===== config.mk =====
export PLATFORM = sky130hd
export DESIGN_NAME = bcd_display_scan
export DESIGN_NICKNAME = d
export VERILOG_FILES = /design/src/rtl/bcd_disp_pkg.sv /design/src/rtl/decoderBDC.sv /design/src/rtl/seg7_enc.sv /design/src/rtl/bcd_display_scan.sv
export SDC_FILE = /design/constraint.sdc
export NUM_CORES = 1
export LEC_CHECK = 0
export BUFFER_PORTS_ARGS = -buffer_cell sky130_fd_sc_hd__buf_4
export CAP_MARGIN = 20
export CORE_MARGIN = 3
export CORE_UTILIZATION = 45
export CTS_CLUSTER_DIAMETER = 40
export DETAILED_ROUTE_END_ITERATION = 10
export MAX_ROUTING_LAYER = met4
export PLACE_DENSITY_LB_ADDON = 0.15
export SYNTH_ARGS = -nofsm -noshare
export SYNTH_HDL_FRONTEND = slang
export SYNTH_HIERARCHICAL = 1
export SYNTH_SLANG_ARGS = --single-unit

===== constraint.sdc =====
create_clock -name clk -period 6 [get_ports clk]
set_clock_uncertainty 0.1 [all_clocks]
set_input_delay 0.9 -clock clk [delete_from_list [all_inputs] [get_ports clk]]
set_output_delay 0.9 -clock clk [all_outputs]
set_load 0.02 [all_outputs]

===== src/rtl/bcd_disp_pkg.sv =====
// bcd_disp_pkg: shared scan states and active-low 7-segment patterns.
package bcd_disp_pkg;
    typedef enum logic [2:0] {OFF, UNITS, GAP_T, TENS, GAP_U} disp_state_t;
    localparam logic [6:0] SEG_OFF = 7'h7F;
    localparam logic [6:0] SEG_DIGIT [10] = '{
        7'h40, 7'h79, 7'h24, 7'h30, 7'h19, 7'h12, 7'h02, 7'h78, 7'h00, 7'h10
    };
endpackage


===== src/rtl/decoderBDC.sv =====
// decoderBDC: splits a 4-bit binary value (0-15) into tens and units digits.
module decoderBDC (
    input  logic [3:0] x,
    output logic [3:0] y1,
    output logic [3:0] y0
);
    assign y1 = (x >= 4'd10) ? 4'd1 : 4'd0;
    assign y0 = (x >= 4'd10) ? x - 4'd10 : x;
endmodule


===== src/rtl/seg7_enc.sv =====
// seg7_enc: 4-bit digit to active-low {g,f,e,d,c,b,a}; non-decimal codes are dark.
module seg7_enc
    import bcd_disp_pkg::*;
(
    input  logic [3:0] digit_i,
    output logic [6:0] seg_o
);
    assign seg_o = (digit_i > 4'd9) ? SEG_OFF : SEG_DIGIT[digit_i];
endmodule


===== src/rtl/bcd_display_scan.sv =====
// bcd_display_scan: two-digit multiplexed 7-segment controller with blank gaps
// and optional leading-zero blanking; outputs registered from next state.
module bcd_display_scan
    import bcd_disp_pkg::*;
#(
    parameter int SCAN_DIV      = 50000,
    parameter int GAP_CYC       = 2,
    parameter bit BLANK_LEADING = 1'b1
) (
    input  logic       clk,
    input  logic       rst,
    input  logic       in_valid,
    output logic       in_ready,
    input  logic [3:0] value,
    input  logic       blank,
    output logic [6:0] seg,
    output logic [1:0] an,
    output logic [3:0] shown
);
    localparam int CW = $clog2(SCAN_DIV);
    localparam logic [CW-1:0] LAST_SCAN = CW'(SCAN_DIV - 1);
    localparam logic [CW-1:0] LAST_GAP  = CW'(GAP_CYC - 1);

    disp_state_t   state_q, state_d;
    logic [CW-1:0] cnt_q, cnt_d;
    logic [3:0]    value_q, value_d;
    logic [6:0]    seg_q, seg_d, enc_seg;
    logic [1:0]    an_q, an_d;
    logic [3:0]    tens, units, digit;
    logic          cap, done, dark_tens;

    assign in_ready = (state_q == OFF || state_q == GAP_T || state_q == GAP_U) && !blank;
    assign cap      = in_valid && in_ready;
    assign value_d  = cap ? value : value_q;
    assign done     = cnt_q == ((state_q == UNITS || state_q == TENS) ? LAST_SCAN : LAST_GAP);

    always_comb begin
        state_d = state_q;
        case (state_q)
            OFF:     state_d = cap  ? GAP_U : OFF;
            UNITS:   state_d = done ? GAP_T : UNITS;
            GAP_T:   state_d = done ? TENS  : GAP_T;
            TENS:    state_d = done ? GAP_U : TENS;
            GAP_U:   state_d = done ? UNITS : GAP_U;
            default: state_d = OFF;
        endcase
        if (blank) state_d = OFF;
    end

    assign cnt_d = (state_d != state_q) ? '0 : cnt_q + 1'b1;

    // Digits come from the next value so a gap capture shows on the next lit slot.
    decoderBDC u_dec (.x(value_d), .y1(tens), .y0(units));
    assign digit = (state_d == TENS) ? tens : units;
    seg7_enc u_enc (.digit_i(digit), .seg_o(enc_seg));

    assign dark_tens = BLANK_LEADING && tens == 4'd0;
    assign an_d  = (state_d == UNITS) ? 2'b10 :
                   (state_d == TENS && !dark_tens) ? 2'b01 : 2'b11;
    assign seg_d = (an_d == 2'b11) ? SEG_OFF : enc_seg;

    always_ff @(posedge clk) begin
        if (rst) begin
            state_q <= OFF;
            cnt_q   <= '0;
            value_q <= '0;
            seg_q   <= SEG_OFF;
            an_q    <= 2'b11;
        end else begin
            state_q <= state_d;
            cnt_q   <= cnt_d;
            value_q <= value_d;
            seg_q   <= seg_d;
            an_q    <= an_d;
        end
    end

    assign seg   = seg_q;
    assign an    = an_q;
    assign shown = value_q;
endmodule


==> impl_metrics.sql <==
INSERT INTO impl_metrics (metric_group, metric, value, unit) VALUES
('status', 'run_status', 'finished, final reports clean', ''),
('synth', 'synth_cell_type_count', '49', ''),
('worst_setup_path', 'r2r_start', 'cnt_q[12]', ''),
('sta', 'maxSlewViolCount', '0', ''),
('synth', 'syn-instance-count', '212', ''),
('sta', 'hold_violation_count_in_the_final_report', '0', ''),
('global_route', 'grtUsageTotal', '0.144', ''),
('global_route', 'grt_pass1_wl', '5680', 'um'),
('floorplanning', 'die_area', '0.00494', 'mm^2'),
('sta', 'layout_worst_path_cycle_share', '0.565', ''),
('cts', 'post_cts.repair.setup_buffers', '0', ''),
('worst_setup_path', 'timing.critical_path.from_type', 'register', ''),
('cts', 'cts.sinks', '32', ''),
('synth', 'yosys_register_bits', '32', ''),
('finish', 'layoutNonFillerInstCount', '275', ''),
('floorplanning', 'ios', '22', ''),
('synth', 'ys_dominant_reg_cell', 'dfxtp_1', ''),
('routing', 'drc_errors', '0', ''),
('routing', 'wl_met2', '1340', 'um'),
('global_route', 'grt_start_max_net_pins', '17', ''),
('finish', 'drive_above_1_share', '0.194', ''),
('worst_setup_path', 'crit_buf_inv', '1', ''),
('worst_setup_path', 'worst_ep_required_time', '6050', 'ps'),
('floorplanning', 'floorplan.initialDensity', '0.486', ''),
('place', 'dpl.hpwl', '2470', 'um'),
('global_route', 'globalRouteOverflowTotal', '0', ''),
('finish', 'fillers', '354', ''),
('routing', 'm1WireLength', '1780', 'um'),
('cts', 'tritoncts.num_buffers', '5', ''),
('floorplanning', 'fp.dieH', '70.3', 'um'),
('global_route', 'grt_antenna_before_repair', '0', ''),
('worst_setup_path', 'ff2ff_setup_slack', '2610', 'ps'),
('power', 'power.ir.vdd_worst', '0.124', 'mV'),
('worst_setup_path', 'timing.rr.end', 'seg[3]', ''),
('worst_setup_path', 'timing.critical_path.fanout_max', '4', ''),
('worst_setup_path', 'path_class', 'register to register', ''),
('routing', 'dr_wl_met3', '148', 'um'),
('worst_setup_path', 'ff2ff_path_depth', '11', ''),
('sta', 'finalSetupViolCount', '0', ''),
('routing', 'routed-via-count', '1466', ''),
('cts', 'clock_latency_of_the_later_clocked_register_in_the_worst_skew_pair', '280', 'ps'),
('cts', 'ctsResizeCount', '0', ''),
('synth', 'yosysWarnings', '6', ''),
('synth', 'synth_largest_area_cell', 'dfxtp_1', ''),
('floorplanning', 'placeableCoreArea', '0.00383', 'mm^2'),
('finish', 'seq_area', '641', 'um^2'),
('worst_setup_path', 'cell_chain_critical_path', 'or4_1, o41a_1, a31oi_1, and3_1, mux2_4, inv_1, ha_1, o21bai_4, a22oi_2, o21ai_1, o21bai_1', ''),
('cts', 'quantity_of_hold_fixing_buffers_added_after_cts', '0', ''),
('routing', 'antenna_violating_nets_post_route', '0', ''),
('worst_setup_path', 'path_delay_family', 'compound AO/OA/AOI/OAI gates', ''),
('finish', 'antennaDiodeCount', '0', ''),
('routing', 'post_drt_via_cell_ratio', '5.33', ''),
('cts', 'cts-root-buf', 'clkbuf_8', ''),
('cts', 'htreeDepth', '2', ''),
('place', 'place_congestion', '0.870', ''),
('worst_setup_path', 'slowest_stage', 'or4_1', ''),
('power', 'cellPowerDensity', '237', 'mW/mm^2'),
('routing', 'routed_length_per_instance', '12.0', 'um'),
('synth', 'synth.yosys.seq_area_share', '0.345', ''),
('sta', 'maxClockFrequency', '0.295', 'GHz'),
('cts', 'ctsLongestPathBuffers', '2', ''),
('finish', 'nNetsFinal', '241', ''),
('place', 'io_buffers', '21', ''),
('synth', 'avgSynthCellArea', '8.77', 'um^2'),
('min_path', 'hold_class', 'register to register', ''),
('sta', 'timing.max_slew.rel_slack', '0.509', ''),
('floorplanning', 'chipWidth', '70.3', 'um'),
('worst_setup_path', 'critical_path.endpoint_type', 'register', ''),
('finish', 'multi_input_comb_area', '0.00107', 'mm^2'),
('routing', 'firstDrtPassIters', '4', ''),
('place', 'post-place-cells', '267', '');
sequential cells by signal, indices dropped and copies added, names as in the netlist:
signal,count
cnt_q,16
seg,7
shown,4
an,2
state_q,3
power by group:
part | switching, mW | internal [mW]
combinational | 0.0382 | 0.0353
clock | 0.0773 | 0.123
sequential | 0.00428 | 0.216
total | 0.120 | 0.375
cells in the final DEF (no fill, tap or decap), drive strengths merged, types with 3 or more instances in the layout:
| master | n |
|---|---|
| nand4 | 3 |
| o21bai | 8 |
| a21oi | 7 |
| o21ai | 6 |
| nor2 | 15 |
| nor2b | 5 |
| nor4 | 5 |
| dfxtp | 32 |
| buf | 21 |
| ha | 7 |
| and3 | 4 |
| nand3 | 8 |
| a211oi | 3 |
| inv | 13 |
| clkbuf | 6 |
| nor3 | 20 |
| conb | 3 |
| mux2 | 8 |
| nand2 | 9 |
| xnor2 | 6 |
| or4 | 4 |
| xor2 | 10 |
area by class of cell:
| type | count | area share |
|---|---|---|
| tap | 48 | 0.0288 |
| clock inverter | 2 | 0.0168 |
| inverter | 13 | 0.0234 |
| sequential | 32 | 0.307 |
| clock buffer | 6 | 0.0348 |
| timing repair buffer | 21 | 0.0755 |
| multi-input combinational | 153 | 0.514 |
routing by layer:
layer,track usage,vias to the layer above
li1,-,767
met1,0.211,667
met2,0.191,29
met3,0.0446,3
met4,0.0319,0
met5,-,-
cell families after synthesis:
kind of cell	count (synthesis)	share of synthesized area
flops	32	0.345
compound gates	36	0.150
other cells	1	0.00202
simple gates	83	0.242
xor+xnor	16	0.0754
mux	8	0.0565
fa+ha+maj	7	0.0471
buf+inv	29	0.0828
worst reg2reg max path: cells and delay by family (launching register included):
kind	cells	cell delay, ps
compound gates	6	1160
simple gates	2	930
mux	1	350
flops	1	340
fa+ha+maj	1	280
buf+inv	1	110
worst max path at each step:
stage	endpoint	slack (ps)	cells after the start
after floorplan	seg[3]	2230	13
after global placement	seg[3]	2580	13
after detailed placement	seg[3]	2480	13
after CTS	seg[3]	2600	11
after global routing	seg[0]	2370	11
final	seg[3]	2610	11
synthesized netlist by cell type, drive strengths merged, types with 2 or more instances:
cell type   n
a211oi      3
a21oi       7
a2bb2oi     2
and3        4
buf        11
clkbuf      5
dfxtp      32
ha          7
inv        13
mux2        8
nand2       9
nand2b      2
nand3       8
nand4       3
nor2       15
nor2b       5
nor3       20
nor4        5
o21a        2
o21ai       6
o21bai      8
or4         4
xnor2       6
xor2       10
per-stage QoR:
step	util	cell area, um^2	hold WS (ps)	setup slack, ps
2_1_floorplan	-	1870	370	2230
3_3_place_gp	0.517	1980	418	2580
3_5_place_dp	0.517	1980	420	2480
4_1_cts	0.545	2090	431	2600
5_1_grt	0.545	2090	478	2370
6_report	0.545	2090	427	2610
No activity file was read; power rests on OpenSTA's default activity.
